File: src/rtl/kia_scan_decoder.sv
// Polls the KIA keyboard queue over Wishbone, pops each byte and folds scan-code
// set 2 prefix sequences into single key events that carry live modifier state.
module kia_scan_decoder (
   input  logic        CLK_I,
   input  logic        RES_I,
   output logic        CYC_O,
   output logic        STB_O,
   output logic        WE_O,
   output logic        ADR_O,
   input  logic        ACK_I,
   input  logic [7:0]  DAT_I,
   output logic        EV_VALID_O,
   output logic [15:0] EV_DAT_O,
   input  logic        EV_ACK_I
);

   typedef enum logic [2:0] {
      ST_STAT, ST_STAT_GAP, ST_DATA, ST_DATA_GAP, ST_POP, ST_POP_GAP, ST_EMIT
   } state_t;

   state_t      state_r, state_nx;
   logic        empty_r;
   logic [7:0]  byte_r;
   logic [15:0] ev_word_r;
   logic        ext_r, brk_r;
   logic [2:0]  skip_r;
   logic        lshift_r, rshift_r, lctrl_r, rctrl_r, lalt_r, ralt_r, caps_r;

   logic        ext_nx, brk_nx;
   logic [2:0]  skip_nx;
   logic        lshift_nx, rshift_nx, lctrl_nx, rctrl_nx, lalt_nx, ralt_nx, caps_nx;
   logic        dec_emit, word_brk, word_ext;
   logic [7:0]  word_code;
   logic [15:0] dec_word;

   // Byte decoder; its results are committed only in POP_GAP.
   always_comb begin
      ext_nx    = ext_r;
      brk_nx    = brk_r;
      skip_nx   = skip_r;
      lshift_nx = lshift_r;
      rshift_nx = rshift_r;
      lctrl_nx  = lctrl_r;
      rctrl_nx  = rctrl_r;
      lalt_nx   = lalt_r;
      ralt_nx   = ralt_r;
      caps_nx   = caps_r;
      dec_emit  = 1'b0;
      word_brk  = brk_r;
      word_ext  = ext_r;
      word_code = byte_r;
      if (skip_r != 3'd0) begin
         skip_nx = skip_r - 3'd1;
         if (skip_r == 3'd1) begin
            dec_emit  = 1'b1;
            word_brk  = 1'b0;
            word_ext  = 1'b0;
            word_code = 8'hE1;
         end
      end else if (byte_r == 8'hE1) begin
         skip_nx = 3'd7;
      end else if (byte_r == 8'hE0) begin
         ext_nx = 1'b1;
      end else if (byte_r == 8'hF0) begin
         brk_nx = 1'b1;
      end else if (byte_r == 8'h00 || byte_r == 8'hAA || byte_r == 8'hEE ||
                   byte_r == 8'hFA || byte_r == 8'hFE || byte_r == 8'hFF) begin
         ext_nx = 1'b0;
         brk_nx = 1'b0;
      end else begin
         case (byte_r)
            8'h12: if (!ext_r) lshift_nx = !brk_r;
            8'h59: if (!ext_r) rshift_nx = !brk_r;
            8'h14: if (!ext_r) lctrl_nx = !brk_r; else rctrl_nx = !brk_r;
            8'h11: if (!ext_r) lalt_nx = !brk_r; else ralt_nx = !brk_r;
            8'h58: if (!ext_r && !brk_r) caps_nx = !caps_r;
            default: ;
         endcase
         dec_emit = 1'b1;
         ext_nx   = 1'b0;
         brk_nx   = 1'b0;
      end
      dec_word = {word_brk, word_ext, 2'b00, caps_nx, lalt_nx | ralt_nx,
                  lctrl_nx | rctrl_nx, lshift_nx | rshift_nx, word_code};
   end

   always_ff @(posedge CLK_I) begin
      if (RES_I) state_r <= ST_STAT_GAP;
      else       state_r <= state_nx;
   end

   always_comb begin
      state_nx = state_r;
      case (state_r)
         ST_STAT:     if (ACK_I) state_nx = ST_STAT_GAP;
         ST_STAT_GAP: state_nx = empty_r ? ST_STAT : ST_DATA;
         ST_DATA:     if (ACK_I) state_nx = ST_DATA_GAP;
         ST_DATA_GAP: state_nx = ST_POP;
         ST_POP:      if (ACK_I) state_nx = ST_POP_GAP;
         ST_POP_GAP:  state_nx = dec_emit ? ST_EMIT : ST_STAT;
         ST_EMIT:     if (EV_ACK_I) state_nx = ST_STAT;
         default:     state_nx = ST_STAT_GAP;
      endcase
   end

   always_comb begin
      CYC_O      = 1'b0;
      STB_O      = 1'b0;
      WE_O       = 1'b0;
      ADR_O      = 1'b0;
      EV_VALID_O = 1'b0;
      case (state_r)
         ST_STAT: begin CYC_O = 1'b1; STB_O = 1'b1; end
         ST_DATA: begin CYC_O = 1'b1; STB_O = 1'b1; ADR_O = 1'b1; end
         ST_POP:  begin CYC_O = 1'b1; STB_O = 1'b1; ADR_O = 1'b1; WE_O = 1'b1; end
         ST_EMIT: EV_VALID_O = 1'b1;
         default: ;
      endcase
   end

   assign EV_DAT_O = ev_word_r;

   // empty_r resets to 1 so the post-reset gap falls through to a status read.
   always_ff @(posedge CLK_I) begin
      if (RES_I) begin
         empty_r   <= 1'b1;
         byte_r    <= 8'h00;
         ev_word_r <= 16'h0000;
         ext_r     <= 1'b0;
         brk_r     <= 1'b0;
         skip_r    <= 3'd0;
         lshift_r  <= 1'b0;
         rshift_r  <= 1'b0;
         lctrl_r   <= 1'b0;
         rctrl_r   <= 1'b0;
         lalt_r    <= 1'b0;
         ralt_r    <= 1'b0;
         caps_r    <= 1'b0;
      end else begin
         if (state_r == ST_STAT && ACK_I) empty_r <= DAT_I[0];
         if (state_r == ST_DATA && ACK_I) byte_r <= DAT_I;
         if (state_r == ST_POP_GAP) begin
            ext_r    <= ext_nx;
            brk_r    <= brk_nx;
            skip_r   <= skip_nx;
            lshift_r <= lshift_nx;
            rshift_r <= rshift_nx;
            lctrl_r  <= lctrl_nx;
            rctrl_r  <= rctrl_nx;
            lalt_r   <= lalt_nx;
            ralt_r   <= ralt_nx;
            caps_r   <= caps_nx;
            if (dec_emit) ev_word_r <= dec_word;
         end
      end
   end

endmodule

File: config.mk
export PLATFORM = sky130hd
export DESIGN_NAME = kia_scan_decoder
export DESIGN_NICKNAME = d
export VERILOG_FILES = /design/src/rtl/kia_scan_decoder.sv
export SDC_FILE = /design/constraint.sdc
export NUM_CORES = 1
export LEC_CHECK = 0
export ABC_AREA = 0
export CORE_MARGIN = 4
export CORE_UTILIZATION = 52
export CTS_CLUSTER_SIZE = 14
export DETAILED_ROUTE_END_ITERATION = 12
export GPL_TIMING_DRIVEN = 0
export PLACE_DENSITY_LB_ADDON = 0.1
export SETUP_SLACK_MARGIN = 0.2
export SLEW_MARGIN = 30
export SYNTH_ARGS = -nofsm -noshare
export SYNTH_HDL_FRONTEND = slang
export SYNTH_SLANG_ARGS = --single-unit
File: constraint.sdc
create_clock -name CLK_I -period 1.9 [get_ports CLK_I]
set_input_delay 0.19 -clock CLK_I [delete_from_list [all_inputs] [get_ports CLK_I]]
set_output_delay 0.19 -clock CLK_I [all_outputs]
set_load 0.01 [all_outputs]
After elaboration in Yosys (flattened, before gate mapping)
Cells that the tools add are included.
- reduce and logical (&&, ||, !) cells: 22
- multiplexer cells: 77
- bitwise operators: 6
- equality and inequality tests: 25
- $add $sub $neg: 1
- operator list (kind ; number):
    1-bit two-way mux ; 66
    8-bit == test, second input constant ; 8
    8-bit by 5-bit == test with 1-bit output, second input constant ; 3
    3-bit two-way mux ; 7
    3-bit case mux with 7 select lines ; 1
    8-bit by 7-bit == test with 1-bit output, second input constant ; 2
    8-bit two-way mux ; 2
    4-bit AND reduction ; 3
    2-bit != test, second input constant ; 5
    3-bit == test, second input constant ; 3
    8-bit zero test ; 1
    3-bit by 1-bit == test with 1-bit output, second input constant ; 2
    3-bit by 2-bit == test with 1-bit output, second input constant ; 2
    1-bit logical OR ; 5
    2-bit AND reduction ; 2
    1-bit logical AND ; 3
    1-bit zero test ; 3
    3-bit zero test ; 1
    1-bit inverter ; 3
    1-bit bitwise OR ; 3
    3-bit nonzero test ; 1
    3-bit OR reduction ; 1
    3-bit by 1-bit subtractor with 3-bit output, second input constant ; 1
    2-bit two-way mux ; 1
    2 further kinds ; 2
- bits in registers: 38
- input port bits: 12
- output and inout port bits: 21
- word-level logic and storage cells: 145

Logic depth before layout (Yosys ltp)
Gate-level depths: netlist of the first run.
- word-level depth: 13
- gate-level depth with buffers: 9
- mapped depth without buffers: 8

Worst setup path after synthesis of the first run
OpenSTA, ideal clock, no wires.
- kind: flip-flop to flip-flop
- start point: register skip_r[0]
- end point: register ev_word_r[0] (netlist: EV_DAT_O[0])
- path buffers: 1
- data required time: 1.770 ns
- period minus slack after synthesis: 1.763 ns
- setup slack: 0.137 ns
- library setup time: 0.130 ns
- arrival: 1.633 ns
- cell stages (with the launch flop): 9
- cells stage by stage: dfxtp_1 > inv_1 > ha_1 > nor3b_2 > nand2_1 > o21a_4 > buf_4 > nor3_1 > nor3_2
- word-level cells in the longest chain between the ends: 4
- elaborated cells between the ends (all ways): 7
- classes of those cells: 1 x eq/ne; 4 x mux; 2 x reduce/logical
- RTL lines (element ; line ; text):
    from (decl) ; 26 ; logic [2:0] skip_r;
    from (signal assigned) ; 145 ; skip_r <= skip_nx;
    3-bit by 1-bit == test with 1-bit output ; 54 ; if (skip_r == 3'd1) begin
    1-bit two-way mux ; 54 ;
    1-bit two-way mux ; 52 ; if (skip_r != 3'd0) begin
    2-bit AND reduction (no source line) ; n/a ;
    to (signal assigned) ; 153 ; if (dec_emit) ev_word_r <= dec_word;
    to (decl) ; 24 ; logic [15:0] ev_word_r;
Several ways; a longest one is shown, not always the timed one.
A chain may end at the register's enable or synchronous reset.

Worst setup path in the final report of the first run
- start point: register byte_r[6]
- end point: register ev_word_r[9] (netlist: EV_DAT_O[9])
- word-level cells in the longest chain between the ends: 12
- elaborated cells between the ends (all ways): 34
- classes of those cells: 9 x eq/ne; 17 x mux; 1 x bitwise; 7 x reduce/logical
- RTL lines (element ; line ; text):
    from (decl) ; 23 ; logic [7:0] byte_r;
    from (signal assigned) ; 127 ; byte_r <= 8'h00;
    from (signal assigned) ; 141 ; if (state_r == ST_DATA && ACK_I) byte_r <= DAT_I;
    8-bit == test / 8-bit zero test (equally long branches) ; 66 ; end else if (byte_r == 8'h00 || byte_r == 8'hAA || byte_r == 8'hEE ||
    1-bit logical OR (3 in series) ; 66 ;
    1-bit logical OR (2 in series) ; 67 ; byte_r == 8'hFA || byte_r == 8'hFE || byte_r == 8'hFF) begin
    1-bit two-way mux ; 66 ;
    1-bit two-way mux ; 64 ; end else if (byte_r == 8'hF0) begin
    1-bit two-way mux ; 62 ; end else if (byte_r == 8'hE0) begin
    1-bit two-way mux ; 60 ; end else if (byte_r == 8'hE1) begin
    1-bit two-way mux ; 52 ;
    1-bit bitwise OR / 2-bit AND reduction (equally long branches) ; n/a ;
Several ways; a longest one is shown, not always the timed one.

==> results of run 1 <==
==> metrics by stage <==
stage | utilization | setup TNS (ns) | std cells | hold slack, ns | total power, mW
2_1_floorplan | - | 0 | 235 | 0.3079 | 0.9020
3_3_place_gp | 0.6586 | -0.1393 | 313 | 0.4413 | 0.9518
3_5_place_dp | 0.6586 | -0.3547 | 313 | 0.4452 | 0.9527
4_1_cts | 0.7867 | 0 | 341 | 0.4548 | 1.485
5_1_grt | 0.8336 | -0.7155 | 344 | 0.4691 | 1.550
6_report | 0.8336 | -0.005901 | 344 | 0.4612 | 1.503
==> Yosys cell counts (4+ instances only) <==
library cell and count:
buf_4 8, nor3_1 11, a21oi_1 16, nor4_1 8, a211oi_1 8, nor2_1 36, clkbuf_1 9, mux2i_1 9
nand3b_1 4, dfxtp_1 38, inv_1 5, nand2_1 18, buf_2 5
==> critical path: stages (launching register included) <==
cell and delay, ns:
dfxtp_1 0.31, buf_6 0.14, nor4b_4 0.38, nand4b_1 0.20
nor2_2 0.17, mux2_4 0.32, o211ai_1 0.16, a21oi_1 0.09
==> worst min-delay path by stage <==
| stage | from | endpoint | slack (ns) |
|---|---|---|---|
| global route | EV_DAT_O[10] | EV_DAT_O[10] | 0.47 |
| floorplan | DAT_I[0] | empty_r | 0.31 |
| detailed placement | EV_DAT_O[2] | EV_DAT_O[2] | 0.45 |
| CTS | EV_DAT_O[2] | EV_DAT_O[2] | 0.45 |
| global placement | EV_DAT_O[9] | EV_DAT_O[9] | 0.44 |
| finish | EV_DAT_O[9] | EV_DAT_O[9] | 0.46 |
==> state kept, by name (all words and copies together) (netlist names) <==
name,count
lshift_r,1
brk_r,1
rctrl_r,1
empty_r,1
state_r,3
byte_r,8
rshift_r,1
skip_r,3
EV_DAT_O,14
lctrl_r,1
lalt_r,1
ext_r,1
caps_r,1
ralt_r,1
==> area by class of cell <==
cell class | count | area [um^2]
timing repair buffer | 54 | 541.8
tap | 48 | 60.06
inverter | 5 | 18.77
sequential | 38 | 769.5
clock buffer | 7 | 76.32
multi-input combinational | 171 | 1411
fill | 194 | 609.3
buffer | 21 | 173.9
==> what timing repair did <==
action                                  in CTS  in global routing
gates resized for setup                     49                 32
pin swaps                                   21                 12
cloned                                       3                  0
endpoints found under the setup margin      28                 29
buffers inserted                            18                  4
==> per-layer routing <==
| metal | routed length (um) | GRT usage |
|---|---|---|
| met1 | 2569 | 0.3028 |
| met2 | 3166 | 0.4248 |
| met5 | 0 | 0 |
| met4 | 275 | 0.1692 |
| met3 | 462 | 0.04783 |
==> power groups by stage <==
stage / registers [mW] / clock network [mW] / logic [mW]
after CTS: 0.809 / 0.515 / 0.161
after floorplan: 0.826 / 0 / 0.0763
after detailed placement: 0.827 / 0 / 0.126
after global routing: 0.808 / 0.552 / 0.190
after global placement: 0.826 / 0 / 0.125
final: 0.808 / 0.514 / 0.180
==> cells by family after synthesis <==
group	count (synthesis)
AOI/OAI and AO/OA	44
xor gates and xnor gates	4
adders and majority gates	3
buffers and inverters	27
DFF	38
muxes	11
other	1
and+or+nand+nor	106
==> impl_metrics.csv, run 1 <==
group,metric,value,unit
cts,numCtsBuffers,5,
global_routing,grt_pass1_vias,2042,
placement,portBuffers,30,
drt,wire_per_inst,18.82,um
sta,final-hold-violation-count,0,
yosys,synth_edf_count,0,
layout,design_area,0.003052,mm^2
placement,postPlaceCellArea,0.002411,mm^2
die,die_h,69.58,um
setup_path,regToRegEndpoint,"EV_DAT_O[9]",
cts,cts_max_level,2,
drt,via_per_inst,6.113,
power_and_ir_drop,total_leakage_power,1.132,nW
sta,slew_viol_final,0,
die,pin_count,33,
sta,period_share,1.003,
setup_path,reg2reg_from,"byte_r[6]",
worst_hold_path,min_path_type,"flop to flop",
power_and_ir_drop,power_density,492.4,mW/mm^2
setup_path,endpoint_kind,"flop",
power_and_ir_drop,p_seq_frac,0.538,
yosys,ys_ff_latch,38,
yosys,muxShareOfSynthArea,0.05711,
sta,finClkSkew,0.006131,ns
layout,final_common_cell,"dfxtp_1",
global_routing,grt_max_degree,11,
placement,detailedPlacementHpwl,3.303,mm
setup_path,reg2reg_depth,7,
yosys,ys_seq_area_frac,0.3858,
yosys,synthArstFlopShare,0,
setup_path,crit_path_max_fanout,8,
cts,cts_buffer_depth,2,
yosys,synth-compound-area-share,0.1548,
layout,area_growth,54.76,%
sta,slew_headroom,0.5872,
setup_path,criticalPathCategory,"flop to flop",
power_and_ir_drop,swShare,0.2420,
placement,post-place-ws,-0.05835,ns
setup_path,critPathRequiredTime,2.05,ns
power_and_ir_drop,pwr-share-clk,0.342,
drt,drt_first_pass_iters,4,
layout,nNetsFinal,311,
global_routing,antenna_found_initial,0,
sta,final.setup.worst_slack,-0.005901,ns
die,dieArea,0.004841,mm^2
setup_path,crit_path_start_kind,"flop",
power_and_ir_drop,p_int,1.139,mW
outcome,status,"finished, violations left",
sta,min_period,1.906,ns
cts,clock_latency,0.29,ns
die,coreArea,0.003661,mm^2
layout,final_cell_mix,"dfxtp_1, nor2_1, clkdlybuf4s50_1",
global_routing,gr-total-overflow,0,
sta,finalSetupViolCount,1,
worst_hold_path,hold_depth,2,
yosys,yosys.area.top_type,"dfxtp_1",
yosys,synth_fa_ha_area_frac,0.01904,
power_and_ir_drop,combPwrFrac,0.120,
yosys,netlist_instances,234,
yosys,avgSynthCellArea,8.427,um^2
drt,routed_wl,6.474,mm
die,die_x,69.58,um
cts,cts_root_buffer,"clkbuf_8",
setup_path,arrival,2.06,ns
global_routing,grt.total_usage,0.2574,
setup_path,r2r_slack,-0.006,ns
job,cap_violations,0,
drt,drt-initial-drc-count,181,
global_routing,grt_pass1_wl,9.867,mm
placement,globalplace.congestion,0.8823,
cts,ctsHoldBuffers,0,
cts,cts_tree,"yes",
power_and_ir_drop,power_switching,0.3636,mW
yosys,synthTopCellsByArea,"dfxtp_1, nor2_1, mux2i_1",
yosys,synth_top_family_by_area,"simple AND/OR/NAND/NOR gates",
drt,dr_total_vias,2103,
setup_path,startpoint,"byte_r[6]",
sta,worst_pin_slew,0.6192,ns
drt,ant_nets,0,
yosys,synth_ff_type,"dfxtp_1",
sta,rsz0062_at_grt,"yes",
drt,drc,0,
yosys,synthSimpleGateAreaFrac,0.2938,
yosys,synth_cell_types,49,
die,row_count,22,
cts,clk_pin_slew,0.07,ns
yosys,syn-cell-area,0.001972,mm^2
yosys,ys_warn_count,0,
power_and_ir_drop,vdd_drop_max,0.4717,mV
cts,cts.sinks,38,
sta,fmax,524.7,MHz
die,initial_core_util,0.5386,
yosys,synth_xor_area_frac,0.01777,
layout,diodes,0,
setup_path,crit_end,"EV_DAT_O[9]",
outcome,violations,"negative setup slack",
layout,drive_above_1_share,0.3581,
yosys,yosys.area.top_type_share,0.3858,
Power figures use the tool's default switching activity.
==> run 2: changes to the inputs <==
- HOLD_SLACK_MARGIN: default -> 0.08
==> results of run 2 <==
No change in the layout: final DEF, timing and power equal those of run 1.
==> run 3: changes to the inputs <==
- CORE_MARGIN: 4 -> 2
==> impl_metrics.csv, run 3 (synthesis results as in run 1) <==
group,metric,value,unit
outcome,status,"finished, violations left",
outcome,violations,"negative setup slack",
setup_path,arrival,2.21,ns
power_and_ir_drop,total_power,1.537,mW
placement,postPlaceCellArea,0.002411,mm^2
worst_hold_path,hold_depth,2,
layout,nNetsFinal,325,
setup_path,slowest_stage,"nor4b_4",
drt,drc,0,
die,die_x,65.58,um
drt,wire_per_inst,20.09,um
cts,cts_buffer_depth,2,
global_routing,gr-total-overflow,0,
global_routing,grt_pass1_wl,9.901,mm
setup_path,critPathBufInv,2,
sta,finalSetupViolCount,6,
sta,final.setup.worst_slack,-0.1509,ns
sta,slew_headroom,0.6131,
worst_hold_path,hp-start,"EV_DAT_O[2]",
setup_path,slowest_delay,0.34,ns
die,coreArea,0.003661,mm^2
layout,diodes,0,
cts,clock_latency,0.30,ns
cts,numCtsBuffers,5,
drt,drt_first_pass_iters,6,
layout,utilization,0.8530,
global_routing,grt.total_usage,0.3094,
layout,largest_reg_flops,14,
cts,clk_pin_slew,0.08,ns
drt,drt-initial-drc-count,248,
layout,drive_above_1_share,0.3968,
setup_path,path_depth,8,
setup_path,path_cells,"buf_6 -> nor4b_4 -> buf_4 -> nand3_2 -> or2_4 -> mux2_2 -> o211ai_1 -> a21oi_1",
drt,ant_nets,0,
layout,multiInputGateArea,0.001385,mm^2
sta,min_period,2.051,ns
power_and_ir_drop,power_density,492.2,mW/mm^2
sta,finClkSkew,0.008374,ns
placement,portBuffers,30,
job,cap_violations,0,
placement,detailedPlacementHpwl,3.199,mm
drt,routed_wl,7.191,mm
layout,final_cell_mix,"dfxtp_1, buf_4, nor2_1",
sta,fmax,487.6,MHz
worst_hold_path,min_path_type,"flop to flop",
layout,seq_area,769.5,um^2
drt,via_per_inst,6.251,
die,die_h,65.58,um
layout,fillers,197,
setup_path,reg2reg_depth,8,
die,initial_core_util,0.5386,
setup_path,reg2reg_from,"byte_r[5]",
setup_path,crit_path_start_kind,"flop",
global_routing,grt_pass1_vias,1918,
layout,area_growth,58.38,%
cts,cts_max_level,2,
setup_path,criticalPathCategory,"flop to flop",
sta,final-hold-violation-count,0,
cts,cts_root_buffer,"clkbuf_8",
power_and_ir_drop,vdd_drop_max,0.3701,mV
setup_path,path_delay_family,"simple AND/OR/NAND/NOR gates",
cts,cts.sinks,38,
setup_path,r2r_slack,-0.15,ns
placement,post-place-ws,-0.06289,ns
sta,period_share,1.079,
sta,slew_viol_final,0,
die,pin_count,33,
layout,layout.cells.non_filler,358,
worst_hold_path,whs_endpoint,"EV_DAT_O[2]",
sta,rsz0062_at_grt,"yes",
setup_path,regToRegEndpoint,"EV_DAT_O[10]",
setup_path,endpoint_kind,"flop",
placement,dp_cells,313,
placement,globalplace.congestion,0.8858,
sta,setup_tns,-0.4170,ns
cts,cts_tree,"yes",
die,row_count,22,
sta,worst_pin_slew,0.5804,ns
die,dieArea,0.004301,mm^2
sta,whs,0.4656,ns
drt,dr_total_vias,2238,
power_and_ir_drop,total_leakage_power,1.198,nW
setup_path,critPathRequiredTime,2.06,ns
global_routing,grt_max_degree,11,
global_routing,antenna_found_initial,0,
setup_path,crit_path_max_fanout,7,
layout,design_area,0.003123,mm^2
==> run 3: cell types whose count changed in the layout (fill, tap and decap cells not counted), moves of 3 or more <==
cell	change
buf_4	+10
buf_6	+5
dfxtp_2	+3
nor2_2	+3
nor2_4	-3
==> run 3: cell type report <==
type | count | area share
tap | 48 | 0.01923
multi-input combinational | 171 | 0.4435
sequential | 38 | 0.2464
timing repair buffer | 68 | 0.2031
buffer | 21 | 0.05729
inverter | 5 | 0.006010
clock buffer | 7 | 0.02444
==> run 3: worst max-delay path by stage <==
stage	start	slack [ns]	to
2_1_floorplan	byte_r[1]	0.20	EV_DAT_O[10]
3_3_place_gp	byte_r[0]	-0.03	EV_DAT_O[10]
6_report	byte_r[5]	-0.15	EV_DAT_O[10]
5_1_grt	byte_r[7]	-0.19	EV_DAT_O[10]
3_5_place_dp	byte_r[0]	-0.06	EV_DAT_O[10]
4_1_cts	byte_r[6]	0.06	EV_DAT_O[9]
==> run 3: worst register-to-register path: cells and delay by family (launching register included) <==
family	cells	cell delay (ns)
simple gates	3	0.67
flops	1	0.32
buf+inv	2	0.30
compound gates	2	0.35
mux	1	0.27
==> run 3: report_power, final <==
part | internal (mW) | leakage (nW) | switching (mW)
logic | 0.0902 | 0.849 | 0.0993
clock network | 0.253 | 0.0383 | 0.286
registers | 0.804 | 0.310 | 0.00527
==> run 3: layer usage <==
layer	GRT usage	up-vias	share of wire
met4	0.1458	0	0.042
met2	0.4962	168	0.49
li1	-	978	-
met1	0.3932	1047	0.38
met5	0	-	0
met3	0.07021	45	0.093
==> run 3: repair_timing <==
item | CTS | global route
cloned | 3 | 0
hold buffers | 0 | 0
setup buffers | 25 | 11
gates resized for setup | 55 | 29
pin swaps | 26 | 21
setup endpoints to repair | 27 | 29
